`src/rtl/vga_mode_ctrl_if.sv`:
```
// Host/sync-generator signal bundle for vga_mode_ctrl.
// slave = the controller, master = host plus sync generator side.
interface vga_mode_ctrl_if;
    localparam int unsigned CNT_W = 8;

    logic             i_req;
    logic             i_req_mode;
    logic             i_hmax;
    logic             i_vmax;
    logic             o_mode;
    logic             o_sync_reset;
    logic             o_blank;
    logic             o_busy;
    logic             o_ack;
    logic [CNT_W-1:0] o_switch_count;

    modport slave (
        input  i_req, i_req_mode, i_hmax, i_vmax,
        output o_mode, o_sync_reset, o_blank, o_busy, o_ack, o_switch_count
    );

    modport master (
        output i_req, i_req_mode, i_hmax, i_vmax,
        input  o_mode, o_sync_reset, o_blank, o_busy, o_ack, o_switch_count
    );
endinterface

```
`src/rtl/vga_mode_ctrl.sv`:
```
// Defers VGA mode changes to a frame boundary, then holds the sync generator
// in reset and forces blanking for a settle period while the monitor re-locks.
module vga_mode_ctrl #(
    parameter int unsigned RESET_CYCLES  = 4,
    parameter int unsigned SETTLE_FRAMES = 2
) (
    input  logic            clk,
    input  logic            reset,
    vga_mode_ctrl_if.slave  bus
);
    localparam int unsigned HOLD_W = 8;
    localparam int unsigned EOF_W  = 4;
    localparam int unsigned CNT_W  = 8;

    typedef enum logic [1:0] {IDLE, WAIT_EOF, HOLD, SETTLE} state_e;

    state_e              state_q, state_d;
    logic                target_q, target_d;
    logic                q_valid_q, q_valid_d;
    logic                q_mode_q, q_mode_d;
    logic [HOLD_W-1:0]   hold_cnt_q, hold_cnt_d;
    logic [EOF_W-1:0]    eof_cnt_q, eof_cnt_d;
    logic                mode_q, mode_d;
    logic                sync_reset_q, sync_reset_d;
    logic                blank_q, blank_d;
    logic                busy_q, busy_d;
    logic                ack_q, ack_d;
    logic [CNT_W-1:0]    switch_count_q, switch_count_d;

    logic eof_c, hold_done_c, settle_done_c, done_c;
    logic pend_valid_c, pend_mode_c, requeue_c;

    assign eof_c         = bus.i_hmax & bus.i_vmax;
    assign hold_done_c   = (state_q == HOLD) && (hold_cnt_q == '0);
    assign settle_done_c = (state_q == SETTLE) && eof_c
                           && (eof_cnt_q == EOF_W'(SETTLE_FRAMES - 1));
    assign done_c        = settle_done_c | (hold_done_c && (SETTLE_FRAMES == 0));
    // A request landing on the completion cycle is treated as already queued.
    assign pend_valid_c  = q_valid_q | bus.i_req;
    assign pend_mode_c   = bus.i_req ? bus.i_req_mode : q_mode_q;
    assign requeue_c     = done_c && pend_valid_c && (pend_mode_c != mode_q);

    // State and datapath registers
    always_ff @(posedge clk) begin
        if (reset) begin
            state_q        <= IDLE;
            target_q       <= 1'b0;
            q_valid_q      <= 1'b0;
            q_mode_q       <= 1'b0;
            hold_cnt_q     <= '0;
            eof_cnt_q      <= '0;
            mode_q         <= 1'b0;
            sync_reset_q   <= 1'b0;
            blank_q        <= 1'b0;
            busy_q         <= 1'b0;
            ack_q          <= 1'b0;
            switch_count_q <= '0;
        end else begin
            state_q        <= state_d;
            target_q       <= target_d;
            q_valid_q      <= q_valid_d;
            q_mode_q       <= q_mode_d;
            hold_cnt_q     <= hold_cnt_d;
            eof_cnt_q      <= eof_cnt_d;
            mode_q         <= mode_d;
            sync_reset_q   <= sync_reset_d;
            blank_q        <= blank_d;
            busy_q         <= busy_d;
            ack_q          <= ack_d;
            switch_count_q <= switch_count_d;
        end
    end

    // Next state, target, queue and counters
    always_comb begin
        state_d    = state_q;
        target_d   = target_q;
        q_valid_d  = q_valid_q;
        q_mode_d   = q_mode_q;
        hold_cnt_d = hold_cnt_q;
        eof_cnt_d  = eof_cnt_q;
        case (state_q)
            IDLE: begin
                if (bus.i_req && (bus.i_req_mode != mode_q)) begin
                    state_d  = WAIT_EOF;
                    target_d = bus.i_req_mode;
                end
            end
            WAIT_EOF: begin
                if (eof_c) begin
                    state_d    = HOLD;
                    hold_cnt_d = HOLD_W'(RESET_CYCLES - 1);
                end
            end
            HOLD: begin
                if (hold_cnt_q == '0) begin
                    eof_cnt_d = '0;
                    state_d   = (SETTLE_FRAMES == 0) ? IDLE : SETTLE;
                end else begin
                    hold_cnt_d = hold_cnt_q - HOLD_W'(1);
                end
            end
            SETTLE: begin
                if (eof_c) eof_cnt_d = eof_cnt_q + EOF_W'(1);
            end
            default: state_d = IDLE;
        endcase
        if ((state_q != IDLE) && bus.i_req) begin
            q_valid_d = 1'b1;
            q_mode_d  = bus.i_req_mode;
        end
        if (done_c) begin
            q_valid_d = 1'b0;
            if (requeue_c) begin
                state_d  = WAIT_EOF;
                target_d = pend_mode_c;
            end else begin
                state_d  = IDLE;
            end
        end
    end

    // Registered output values
    always_comb begin
        mode_d         = mode_q;
        sync_reset_d   = sync_reset_q;
        blank_d        = blank_q;
        ack_d          = 1'b0;
        switch_count_d = switch_count_q;
        busy_d         = (state_d != IDLE);
        case (state_q)
            IDLE: begin
                if (bus.i_req && (bus.i_req_mode == mode_q)) ack_d = 1'b1;
            end
            WAIT_EOF: begin
                if (eof_c) begin
                    mode_d         = target_q;
                    sync_reset_d   = 1'b1;
                    blank_d        = 1'b1;
                    switch_count_d = switch_count_q + CNT_W'(1);
                end
            end
            HOLD: begin
                if (hold_cnt_q == '0) sync_reset_d = 1'b0;
            end
            default: ;
        endcase
        if (done_c) begin
            blank_d = 1'b0;
            ack_d   = 1'b1;
        end
    end

    assign bus.o_mode         = mode_q;
    assign bus.o_sync_reset   = sync_reset_q;
    assign bus.o_blank        = blank_q;
    assign bus.o_busy         = busy_q;
    assign bus.o_ack          = ack_q;
    assign bus.o_switch_count = switch_count_q;
endmodule

```
`src/flat_wrapper.sv`:
```
// flat-port wrapper written by rule: the top's interface ports become plain ports
module vga_mode_ctrl_flat 
#(
    parameter int unsigned RESET_CYCLES  = 4,
    parameter int unsigned SETTLE_FRAMES = 2
)
  (clk, reset, bus_i_req, bus_i_req_mode, bus_i_hmax, bus_i_vmax, bus_o_mode, bus_o_sync_reset, bus_o_blank, bus_o_busy, bus_o_ack, bus_o_switch_count);
  vga_mode_ctrl_if bus_i ();
  input  logic clk;
  input  logic reset;
  input wire logic [$bits(bus_i.i_req)-1:0] bus_i_req;
  input wire logic [$bits(bus_i.i_req_mode)-1:0] bus_i_req_mode;
  input wire logic [$bits(bus_i.i_hmax)-1:0] bus_i_hmax;
  input wire logic [$bits(bus_i.i_vmax)-1:0] bus_i_vmax;
  output wire logic [$bits(bus_i.o_mode)-1:0] bus_o_mode;
  output wire logic [$bits(bus_i.o_sync_reset)-1:0] bus_o_sync_reset;
  output wire logic [$bits(bus_i.o_blank)-1:0] bus_o_blank;
  output wire logic [$bits(bus_i.o_busy)-1:0] bus_o_busy;
  output wire logic [$bits(bus_i.o_ack)-1:0] bus_o_ack;
  output wire logic [$bits(bus_i.o_switch_count)-1:0] bus_o_switch_count;
  assign bus_i.i_req = bus_i_req;
  assign bus_i.i_req_mode = bus_i_req_mode;
  assign bus_i.i_hmax = bus_i_hmax;
  assign bus_i.i_vmax = bus_i_vmax;
  assign bus_o_mode = bus_i.o_mode;
  assign bus_o_sync_reset = bus_i.o_sync_reset;
  assign bus_o_blank = bus_i.o_blank;
  assign bus_o_busy = bus_i.o_busy;
  assign bus_o_ack = bus_i.o_ack;
  assign bus_o_switch_count = bus_i.o_switch_count;
  vga_mode_ctrl #(.RESET_CYCLES(RESET_CYCLES), .SETTLE_FRAMES(SETTLE_FRAMES)) u_core (.clk(clk), .reset(reset), .bus(bus_i));
endmodule
```
`config.mk`:
```
export PLATFORM = sky130hd
export DESIGN_NAME = vga_mode_ctrl_flat
export DESIGN_NICKNAME = d
export VERILOG_FILES = /design/src/rtl/vga_mode_ctrl_if.sv /design/src/rtl/vga_mode_ctrl.sv /design/src/flat_wrapper.sv
export SDC_FILE = /design/constraint.sdc
export NUM_CORES = 1
export LEC_CHECK = 0
export CORE_UTILIZATION = 55
export CTS_CLUSTER_DIAMETER = 60
export DETAILED_ROUTE_END_ITERATION = 10
export PLACE_DENSITY = 0.79
export SYNTH_ARGS = -nofsm -noshare
export SYNTH_HDL_FRONTEND = slang
export SYNTH_SLANG_ARGS = --single-unit
```
`constraint.sdc`:
```
create_clock -name clk -period 2.21 [get_ports clk]
set_input_delay 0.3315 -clock clk [delete_from_list [all_inputs] [get_ports clk]]
set_output_delay 0.3315 -clock clk [all_outputs]
set_load 0.05 [all_outputs]
```
== After elaboration in Yosys (flattened, before gate mapping) ==
Index checks and enable logic that the tools add are counted.

* Input bits: 6
* Bits in registers: 30

* Eq/ne operators: 11
* Reductions and logical operators: 18
* Bitwise operators: 2
* Multiplexer cells: 23
* Add/subtract/negate cells: 3

{| class="wikitable"
|+ Operators by type and width
! cell !! count
|-
| $mux 8 || 2
|-
| $pmux 8 s2 || 1
|-
| $mux 1 || 11
|-
| $reduce_and 3->1 || 3
|-
| $add 8x1->8 const B || 1
|-
| $logic_not 8->1 || 1
|-
| $mux 2 || 4
|-
| $mux 4 || 2
|-
| $pmux 4 s2 || 1
|-
| $reduce_bool 2->1 || 4
|-
| $sub 8x1->8 const B || 1
|-
| $logic_and 1x1->1 || 7
|-
| $pmux 2 s3 || 1
|-
| $add 4x1->4 const B || 1
|-
| $eq 2x2->1 const B || 2
|-
| $eq 4x1->1 const B || 1
|-
| $ne 2x1->1 const B || 2
|-
| $ne 2x2->1 const B || 2
|-
| $eq 2x1->1 const B || 1
|-
| $logic_not 2->1 || 1
|-
| $ne 1x1->1 || 2
|-
| $pmux 1 s2 || 1
|-
| $reduce_and 2->1 || 1
|-
| $reduce_or 2->1 || 1
|-
| other kinds (3) || 3
|}

== Longest topological paths before layout ==
Gate-level depths: netlist (run 1).

* Word-level depth: 8
* Mapped depth: 7
* Gate-level depth less buffers: 6

== Worst setup path before layout (run 1) ==
Ideal clock, no wire load.

* Path kind: reg2reg
* From: reg u_core.state_q[0]
* To: reg u_core.hold_cnt_q[2]
* Setup slack: 0.429 ns
* Clock period less this slack: 1.781 ns
* Data required time: 2.092 ns
* Data arrival time: 1.663 ns
* Path buffers: 0
* Stages on the path, launching flop included: 7
* Library setup time: 0.118 ns
* Cell sequence: dfxtp_1 inv_1 ha_1 or4bb_1 o2111ai_2 xor2_1 nor2_1

* Word-level cells in the longest chain between the ends: 3

{| class="wikitable"
|+ Ends and longest elaborated chain
! element !! RTL line !! source
|-
| start, declared || vga_mode_ctrl.sv:17 || <nowiki>state_e state_q, state_d;</nowiki>
|-
| start signal, assigned || vga_mode_ctrl.sv:59 || <nowiki>state_q <= state_d;</nowiki>
|-
| $eq 2x2->1 / $eq 2x1->1 (equally long branches) || -- ||
|-
| $ne 2x2->1 (no line) (tied with other cells) || -- ||
|-
| $reduce_and 3->1 (no line) || -- ||
|-
| end signal, assigned || vga_mode_ctrl.sv:63 || <nowiki>hold_cnt_q <= hold_cnt_d;</nowiki>
|-
| end, declared || vga_mode_ctrl.sv:21 || <nowiki>logic [HOLD_W-1:0] hold_cnt_q, hold_cnt_d;</nowiki>
|}

Several ways; a longest one is shown, not always the timed one.
A chain may end at the register's enable or synchronous reset.

== Final worst setup path (run 1) ==
Same ends and word-level chain as after synthesis.

==> impl_results.md, run 1 <==
* Vias after detailed routing at 1,420
* Clock Tree Root: clkbuf_4
* FMAX at 0.505 GHz
* Number of antenna violations at the first check in global routing at 0
* Combinational power share at 30.1%
* Library cells used by synthesis at 45
* Site row count at 19
* Post-route setup TNS at 0 ns
* DRC viols at 0
* CTS resizes at 0
* Global-route wire length before repair at 5.92 mm
* Largest delay contributor family on the critical path: simple AND/OR/NAND/NOR gates
* Number of primary I/O pins at 19
* CTS Buffer Depth at 2
* Effective utilization at floorplan at 58.0%
* Slew headroom at 57.7%
* Syn nets at 194
* Antenna viol nets, final at 0
* Number of warnings issued by yosys at 0
* Worst endpoint data arrival time at 2.21 ns
* Sequential-to-total area share from yosys stat at 37.9%
* Clock period minus final worst setup slack at 1.98 ns
* Inserted Clock Buffers at 5
* Power spent charging and discharging nets at 515 uW
* WS Path Type: reg -> reg
* Area Overhead vs Synth at 17.5%
* Final clock period utilization by the worst path at 89.7%
* Overall die width at 55.7 um
* Sink count of the clock tree at 30
* Total wirelength of the detailed-routed design at 3.46 mm
* Number of DRC markers in iteration 0 at 42
* Pin count of the biggest net entering global routing at 10
* Clock slew at reported path FFs at 0.10 ns
* Power density over cell area at 769 nW/um^2
* Slew @ Worst Pin at 0.629 ns
* Hold Path Stages at 1
* Crit path max-delay cell type: or4bb_1
* WL per Instance at 14.8 um
* Total Die Area at 3100 sq um
* Number of diodes at 0
* Cell area after synthesis at 1590 sq um
* Count of input and output buffers at 18
* All-layer global routing usage at 24.0%
* Detailed Place HPWL at 2.58 mm
* Number of enable flip-flop cells after synthesis at 0
* Sort of element at the start of the critical path: flip-flop
* Slack of the critical path at 0.228 ns
* # Post-CTS Setup Buffers at 0
* Gate Count Post-Synth at 178
* Max H-tree Level at 2
* Sort of element at the end of the critical path: flip-flop
* R2r worst-path depth at 6
* Buf/Inv on CP at 1
* Placeable core area at 2730 sq um
* Average size of a mapped cell at 8.91 sq um
* Data required time at the worst endpoint at 2.43 ns
* Critical Path Max Stage Delay at 0.62 ns
* Flop pwr share at 45.8%
* Number of global-route vias before repair at 1,385
* Final hold violation count at 0
* Total congestion overflow at 0
* Standby leakage power at 0.000680 uW
* Height of the die at 55.7 um
* Worst-path maximum fanout at 5
* Clock power share at 24.1%
* Hold-fix buffers at CTS at 0
* Sw Share at 35.9%
* Crit path cell chain: inv_1 > ha_1 > or4bb_1 > o2111ai_2 > xor2_1 > nor2_1
* Class of the tightest hold or removal check: reg -> reg
* Number of max-slew violations in the final report at 0
* Commonest cells after routing, fill and taps aside: dfxtp_1 (30), clkdlybuf4s50_1 (18), a21oi_1 (17)
* Most instantiated flip-flop cell in the synthesis netlist: dfxtp_1
* Clock Skews at 0.00651 ns
* Unrepaired setup endpoints after global routing: no
* Power Internal at 919 uW
* Status: completed
* Share of flip-flops with an asynchronous set or reset at 0%
* Initial DRT Pass Iterations at 4
* Share of final-layout standard cells stronger than drive strength 1 at 9.41%
* Pre-CTS setup slack at 0.216 ns
* Vias per std cell at 6.09
* TritonCTS clock tree: yes
* Maximum resistive drop on vdd at 594 uV
* Max-Cap Viols at 0
* Final setup vio count at 0
* Most common library cell in the layout ignoring fill and taps: dfxtp_1
* Number of stages on the worst setup path at 6
* Number of nets at the end of the flow at 217
* Flip-flop and latch count after synthesis at 30
* Clock insertion delay at the later pin of the skew report at 0.33 ns
* RD Place Congestion at 0.789
==> stage by stage <==
stage / hold slack, ns / instance area [sq um] / instances / util [%] / total power (uW)
final: 0.475 / 1860 / 233 / 68.1 / 1430
after global routing: 0.498 / 1860 / 233 / 68.1 / 1510
after CTS: 0.475 / 1860 / 233 / 68.1 / 1440
after detailed placement: 0.458 / 1800 / 225 / 65.9 / 1100
after global placement: 0.445 / 1800 / 225 / 65.9 / 1070
after floorplan: 0.432 / 1590 / 178 / - / 990
==> metal layers <==
layer | routed length [um] | GRT usage (%) | part of all wire [%] | vias to the layer above
met5 | 0 | 0 | 0 | -
li1 | - | - | - | 701
met4 | 42 | 7.14 | 1.2 | 0
met3 | 108 | 7.21 | 3.1 | 5
met2 | 1760 | 42.2 | 51 | 24
met1 | 1550 | 28.0 | 45 | 690
==> cells in the mapped netlist, drive strengths merged (2+ instances only) <==
master	n	area (sq um)
nor3	5	25.0
or3	4	25.0
o31ai	3	22.5
a31oi	2	18.8
xnor2	4	35.0
nor4	2	27.5
nand2b	2	12.5
ha	10	125
a21oi	17	85.1
inv	10	37.5
nand2	13	48.8
nor2	13	48.8
o21ai	7	35.0
o21a	4	30.0
and3	2	12.5
nand4	3	18.8
xor2	5	43.8
nand3	7	35.0
clkbuf	3	11.3
a21boi	3	22.5
or4	8	60.1
mux2i	2	20.0
dfxtp	30	601
==> power by group through the flow <==
stage               logic [uW]  registers (uW)  clock network [uW]
CTS                        431             655                 353
detailed placement         428             668                   0
floorplan                  298             692                   0
global placement           410             660                   0
global route               469             664                 378
finish                     431             656                 346
==> path summary, 6_finish.rpt <==
kind / slack (ns) / end / startpoint
max: 0.23 / u_core.hold_cnt_q[2] / u_core.state_q[0]
min: 0.47 / u_core.bus.o_blank / u_core.bus.o_blank
max reg2reg: 0.23 / u_core.hold_cnt_q[2] / u_core.state_q[0]
min reg2reg: 0.47 / u_core.bus.o_blank / u_core.bus.o_blank
==> registers in the layout, indices dropped and copies added, names as in the netlist <==
register	count
u_core.bus.o_blank	1
u_core.bus.o_switch_count	8
u_core.q_valid_q	1
u_core.bus.o_ack	1
u_core.bus.o_sync_reset	1
u_core.bus.o_busy	1
u_core.bus.o_mode	1
u_core.eof_cnt_q	4
u_core.hold_cnt_q	8
u_core.target_q	1
u_core.q_mode_q	1
u_core.state_q	2
==> worst reg2reg max path, delay by kind of cell, from the launching register on <==
| kind | cells | cell delay, ns |
|---|---|---|
| simple gates | 2 | 0.67 |
| flops | 1 | 0.36 |
| compound gates | 1 | 0.32 |
| fa+ha+maj | 1 | 0.22 |
| xor+xnor | 1 | 0.17 |
| buf+inv | 1 | 0.13 |
==> cell type report <==
cell class	count	area, sq um
multi-input cells	134	931
fillers	228	871
flip-flops and latches	30	601
repair buffers	20	195
clock buffers	7	55.1
well taps	31	38.8
inverters	10	37.5
clock inverters	1	5.00
==> cell families (layout without fill, tap and decap cells) <==
group / Yosys count / count (layout) / synth area share, %
flip-flops: 30 / 30 / 37.9
multiplexers: 2 / 2 / 1.26
buffers and inverters: 14 / 38 / 3.39
XOR/XNOR: 9 / 9 / 4.97
AND/OR/NAND/NOR: 65 / 65 / 23.2
AO/OA/AOI/OAI: 48 / 48 / 21.4
adder cells (fa/ha/maj): 10 / 10 / 7.89
Note: power is estimated with default switching activity, not from simulation.
==> run 2: changes to the inputs <==
--- a/config.mk
+++ b/config.mk
@@ -5,10 +5,10 @@
 export SDC_FILE = /design/constraint.sdc
 export NUM_CORES = 1
 export LEC_CHECK = 0
-export CORE_UTILIZATION = 55
+export CORE_UTILIZATION = 59
 export CTS_CLUSTER_DIAMETER = 60
 export DETAILED_ROUTE_END_ITERATION = 10
-export PLACE_DENSITY = 0.79
+export PLACE_DENSITY = 0.84
 export SYNTH_ARGS = -nofsm -noshare
 export SYNTH_HDL_FRONTEND = slang
 export SYNTH_SLANG_ARGS = --single-unit
==> constraint.sdc (replaced) <==
create_clock -name clk -period 2.28 [get_ports clk]
set_input_delay 0.342 -clock clk [delete_from_list [all_inputs] [get_ports clk]]
set_output_delay 0.342 -clock clk [all_outputs]
set_load 0.05 [all_outputs]
==> impl_results.md, run 2 (same netlist as run 1, synthesis figures left out) <==
* Slew @ Worst Pin at 0.596 ns (-0.0330 ns)
* Pin count of the biggest net entering global routing at 14 (+4)
* Filler cell count in the final layout at 194 (-15%)
* Area Overhead vs Synth at 18.2%
* WL per Instance at 15.0 um (+1.1%)
* DRC viols at 0 (unchanged)
* All-layer global routing usage at 27.5% (+3.5 points)
* Crit path max-delay cell type: or4bb_1
* Combined flip-flop and latch cell area at 601 sq um (unchanged)
* Class of the tightest hold or removal check: reg -> reg
* Sort of element at the end of the critical path: flip-flop
* Clock Tree Root: clkbuf_4
* Data required time at the worst endpoint at 2.51 ns (+0.08 ns)
* # Post-CTS Setup Buffers at 0 (unchanged)
* Clock slew at reported path FFs at 0.09 ns (about the same)
* Final hold violation count at 0 (unchanged)
* Sink count of the clock tree at 30 (unchanged)
* Final setup vio count at 0 (unchanged)
* Maximum resistive drop on vdd at 643 uV (+8.3%)
* Hold Path Stages at 2 (+1)
* FMAX at 0.499 GHz (-1.1%)
* Commonest cells after routing, fill and taps aside: dfxtp_1 (30), clkdlybuf4s50_1 (18), a21oi_1 (17)
* Buf/Inv on CP at 1 (unchanged)
* Crit path capture: u_core.hold_cnt_q[2]
* Total Die Area at 2900 sq um (-6.5%)
* Placeable core area at 2500 sq um (-8.6%)
* Vias per std cell at 6.18 (+1.4%)
* Total congestion overflow at 0 (unchanged)
* Startpoint of the lowest-slack register-to-register path: u_core.state_q[0]
* Number of antenna violations at the first check in global routing at 0 (unchanged)
* Worst endpoint data arrival time at 2.23 ns (+0.02 ns)
* Vias after detailed routing at 1,427 (+0.49%)
* Worst setup startpoint: u_core.state_q[0]
* Clock period minus final worst setup slack at 2.00 ns (+0.0217 ns)
* RD Place Congestion at 0.840 (+6.5%)
* Effective utilization at floorplan at 63.4% (+5.4 points)
* Clock insertion delay at the later pin of the skew report at 0.33 ns (about the same)
* CTS resizes at 0 (unchanged)
* Post-route setup TNS at 0 ns (unchanged)
* Number of max-slew violations in the final report at 0 (unchanged)
* Count of input and output buffers at 18 (unchanged)
* Max-Cap Viols at 0 (unchanged)
* WS Path Type: reg -> reg
* Area of the multi-input gates at 931 sq um (unchanged)
* Hold-fix buffers at CTS at 0 (unchanged)
* Number of DRC markers in iteration 0 at 35 (-17%)
* Number of global-route vias before repair at 1,216 (-12%)
* Share of final-layout standard cells stronger than drive strength 1 at 9.45% (+0.047 points)
* Detailed Place HPWL at 2.54 mm (-1.5%)
* Initial DRT Pass Iterations at 5 (+1)
* Height of the die at 53.8 um (-3.3%)
* Largest delay contributor family on the critical path: simple AND/OR/NAND/NOR gates
* Slew headroom at 59.9% (+2.2 points)
* Inserted Clock Buffers at 5 (unchanged)
* Standby leakage power at 0.000684 uW (+0.66%)
* Status: completed
* Critical register-to-register path endpoint: u_core.hold_cnt_q[2]
* Most common library cell in the layout ignoring fill and taps: dfxtp_1
* Worst-path maximum fanout at 5 (unchanged)
* Global-route wire length before repair at 5.55 mm (-6.3%)
* Antenna viol nets, final at 0 (unchanged)
* Number of primary I/O pins at 19 (unchanged)
* Worst reg2reg setup slack at 0.28 ns (+0.05 ns)
* Power density over cell area at 775 nW/um^2 (+0.78%)
* Number of nets at the end of the flow at 216 (-0.46%)
* Unrepaired setup endpoints after global routing: no
* CTS Buffer Depth at 2 (unchanged)
* Number of stages on the worst setup path at 6 (unchanged)
* Site row count at 18 (-1)
* Total wirelength of the detailed-routed design at 3.46 mm (+0.23%)
* Max H-tree Level at 2 (unchanged)
* Critical Path Max Stage Delay at 0.62 ns (about the same)
* Overall die width at 53.8 um (-3.3%)
* R2r worst-path depth at 6 (unchanged)
* Final clock period utilization by the worst path at 87.9% (-1.8 points)
* Final Total Pwr at 1450 uW (+1.3%)
* Crit path cell chain: inv_1 > ha_1 > or4bb_1 > o2111ai_2 > xor2_1 > nor2_1
* Sort of element at the start of the critical path: flip-flop
* Number of diodes at 0 (unchanged)
* TritonCTS clock tree: yes
* Clock Skews at 0.00528 ns (-0.00124 ns)
[run 2: tightest hold or removal path, cell delays in order, from the launching register on]
cell,delay (ns)
dfxtp_1,0.32
nand2_1,0.05
a21oi_1,0.05
[run 2: how the worst min path moves through the flow]
stage | start | endpoint
CTS | u_core.target_q | u_core.bus.o_mode
floorplan | u_core.target_q | u_core.bus.o_mode
detailed placement | u_core.target_q | u_core.bus.o_mode
global route | u_core.target_q | u_core.bus.o_mode
global placement | u_core.target_q | u_core.bus.o_mode
finish | u_core.target_q | u_core.bus.o_mode
[run 2: area by class of cell]
class | instances | area share (%)
sequential | 30 | 32.1
timing repair buffer | 19 | 10.0
inverter | 10 | 2.00
clock buffer | 8 | 4.21
multi-input combinational | 134 | 49.7
tap | 30 | 2.00
[run 2: through the flow]
| stage | instance area [sq um] | hold WS (ns) | instances | utilization [%] | setup slack, ns |
|---|---|---|---|---|---|
| finish | 1870 | 0.468 | 231 | 74.9 | 0.276 |
| global route | 1870 | 0.497 | 231 | 74.9 | 0.177 |
| CTS | 1870 | 0.468 | 231 | 74.9 | 0.294 |
| detailed placement | 1790 | 0.459 | 223 | 71.8 | 0.252 |
| global placement | 1790 | 0.446 | 223 | 71.8 | 0.347 |
| floorplan | 1590 | 0.432 | 178 | - | 0.499 |
[run 2: power breakdown]
part | total [uW] | internal, uW | switching, uW
clock | 391 | 210 | 181
combinational | 427 | 165 | 262
sequential | 634 | 575 | 59.1
total | 1450 | 951 | 501
[run 2: layer usage]
metal  global-route usage (%)  wire length, um  vias to the layer above  share of wire [%]
met5                        0                0                        -                  0
met4                     14.5               88                        0                2.5
met3                     10.7              145                       10                4.2
met2                     44.4             1650                       31                 48
met1                     31.0             1580                      687                 45
li1                         -                -                      699                  -
==> run 3: changes to the inputs <==
--- a/config.mk
+++ b/config.mk
@@ -6,7 +6,6 @@
 export NUM_CORES = 1
 export LEC_CHECK = 0
 export CORE_UTILIZATION = 59
-export CTS_CLUSTER_DIAMETER = 60
 export DETAILED_ROUTE_END_ITERATION = 10
 export PLACE_DENSITY = 0.84
 export SYNTH_ARGS = -nofsm -noshare
==> results of run 3 <==
No change in the layout: final DEF, timing and power equal those of run 2.
==> edit (config.mk and constraints of run 1) <==
The localparam `EOF_W` goes from 4 to 5.
--- a/src/rtl/vga_mode_ctrl.sv
+++ b/src/rtl/vga_mode_ctrl.sv
@@ -9,7 +9,7 @@
     vga_mode_ctrl_if.slave  bus
 );
     localparam int unsigned HOLD_W = 8;
-    localparam int unsigned EOF_W  = 4;
+    localparam int unsigned EOF_W  = 5;
     localparam int unsigned CNT_W  = 8;
 
     typedef enum logic [1:0] {IDLE, WAIT_EOF, HOLD, SETTLE} state_e;
Behaviour: same outputs for any inputs over 10 cycles, from zero or initial values and one cycle with reset high; that may be too few to reach the edited logic, so the function may still have changed.
==> edit against run 1 <==
  * First-iteration DRC count down 12%
  * Synthesized area up 3.4%
  * Power up 12%
  * Routed wire length up 2.5%
  * Largest power group unchanged
  * Design area up 3.6%
  * Sequential cell count up 1
  * Setup slack worse by 0.054 ns
  * Critical path type unchanged
  * Worst hold slack worse by 0.026 ns
  * Sequential share of layout area down 0.070 points
==> edit: results (changes against run 1) <==
For the number of H-tree branching levels, the log shows 2 (unchanged). The delay of the slowest critical-path stage works out to 0.64 ns (+0.02 ns). The flow ran to the end, and the final reports show no timing, DRC or antenna violations. The total routing usage reported by global routing is 24.3% (+0.33 points).

The number of nets in the synthesized netlist is 197 (+1.5%), and the filler cell count is 230 (+0.88%). Vias after detailed routing: 1464 (+3.1%). The met3 layer usage reported by global route was 4.84% (-2.4 points).

Sorting the synthesized cells by how often they occur yields dfxtp_1, a21oi_1, nor2_1. For the headroom to the max-slew limit, the log shows 65.9% (+8.2 points). The run gives 5.93 mm (+0.24%) as the global-route wire length before repair. The distinct cell type count after synthesis came out at 47 (+4.4%).

The pre-CTS worst setup slack was 0.219 ns (+0.00275 ns); the half-perimeter wire length after placement was 2.58 mm (-0.12%). The met2 track demand over resource in global routing was 39.2% (-3.0 points). The per-cell routed wire length came out at 15.1 um (+1.7%).

The worst-case clock skew is 0.0108 ns (+0.00433 ns), and the worst voltage drop across the vdd grid is 0.852 mV (+44%). The part of the Yosys area used for sequential elements came out at 37.9% (about the same). The run gives 0 (unchanged) as the initial antenna violation count. The violation count after the first detailed-routing iteration was 37 (-12%); the switching power share of the total was 34.2% (-1.8 points). Detailed-routing iteration count for the pre-antenna-repair pass: 4 (unchanged). The run gives 29.3% (+1.4 points) as the met1 track demand over resource in global routing. The most used flip-flop cell after synthesis is dfxtp_1. By area the synthesized netlist is led by dfxtp_1, ha_1, a21oi_1.

The largest fanout on the critical path came out at 8 (+3). The via count of the first global-routing pass came out at 1348 (-2.7%). Top cell family by delay on the critical path: simple AND/OR/NAND/NOR gates. The final net count was 219 (+0.92%). For the clock network latency to the later pin of the worst-skew pair, the log shows 0.35 ns (+0.02 ns). The pin count of the biggest net entering global routing came out at 17 (+7). The leakage component of the power is 0.721 nW (+6.1%). The tools report the placer congestion estimate as 0.808 (+2.5%).

The worst hold-check path type was reg -> reg. The proportion of layout cells with a drive suffix above 1 works out to 9.31% (-0.092 points).
## edit: changes by cell type after synthesis, moves of 2 or more
cell / change
nand2_1: -2
nor3_1: -2
o31ai_1: +2
or4_1: +2
## edit: final cells by class
cell class,instances,share of cell area [%]
Clock buffer,6,2.66
Clock inverter,2,1.82
Inverter,11,2.14
Multi-Input combinational cell,135,49.5
Sequential cell,31,32.2
Tap cell,31,2.01
Timing Repair Buffer,19,9.73
## edit: cells by family after synthesis
logic type	Yosys count	share of synthesized area (%)
compound gates	51	22.4
buf+inv	15	3.89
simple gates	64	22.7
xor+xnor	9	4.81
fa+ha+maj	10	7.63
flops	31	37.9
mux	1	0.611
## edit: power by group through the flow
stage	combinational, mW	sequential [mW]	clock (mW)
floorplan	0.338	0.706	0
global placement	0.435	0.674	0
detailed placement	0.459	0.679	0
CTS	0.463	0.667	0.484
global route	0.505	0.675	0.504
finish	0.466	0.669	0.477
## edit: routing by layer
layer	wire length, um	vias to the layer above	part of all wire, %
met3	151	12	4.3
met2	1710	34	48
met5	0	-	0
li1	-	719	-
met4	113	0	3.2
met1	1570	699	44
## edit: worst min-delay path: stages, from the launching register on
cell	delay [ns]
dfxtp_1	0.32
nand2_1	0.05
a21oi_1	0.05
## edit: per-stage QoR
step / util (%) / hold slack [ns] / power [mW] / std cells / cell area [um^2]
floorplan: - / 0.427 / 1.04 / 181 / 1640
global placement: 66.3 / 0.442 / 1.11 / 227 / 1840
detailed placement: 66.3 / 0.451 / 1.14 / 227 / 1840
CTS: 69.4 / 0.450 / 1.61 / 235 / 1930
global route: 69.4 / 0.483 / 1.68 / 235 / 1930
finish: 69.4 / 0.449 / 1.61 / 235 / 1930
## edit: final timing paths
kind                            cells past startpoint                         start  slack (ns)                           endpoint
worst max-delay path                                6  u_core.state_q[0]$_SDFF_PP0_        0.17  u_core.hold_cnt_q[7]$_SDFFE_PP0P_
worst min-delay path                                2    u_core.target_q$_SDFF_PP0_        0.45     u_core.bus.o_mode$_SDFFE_PP0P_
worst max register to register                      6  u_core.state_q[0]$_SDFF_PP0_        0.17  u_core.hold_cnt_q[7]$_SDFFE_PP0P_
worst min register to register                      2    u_core.target_q$_SDFF_PP0_        0.45     u_core.bus.o_mode$_SDFFE_PP0P_
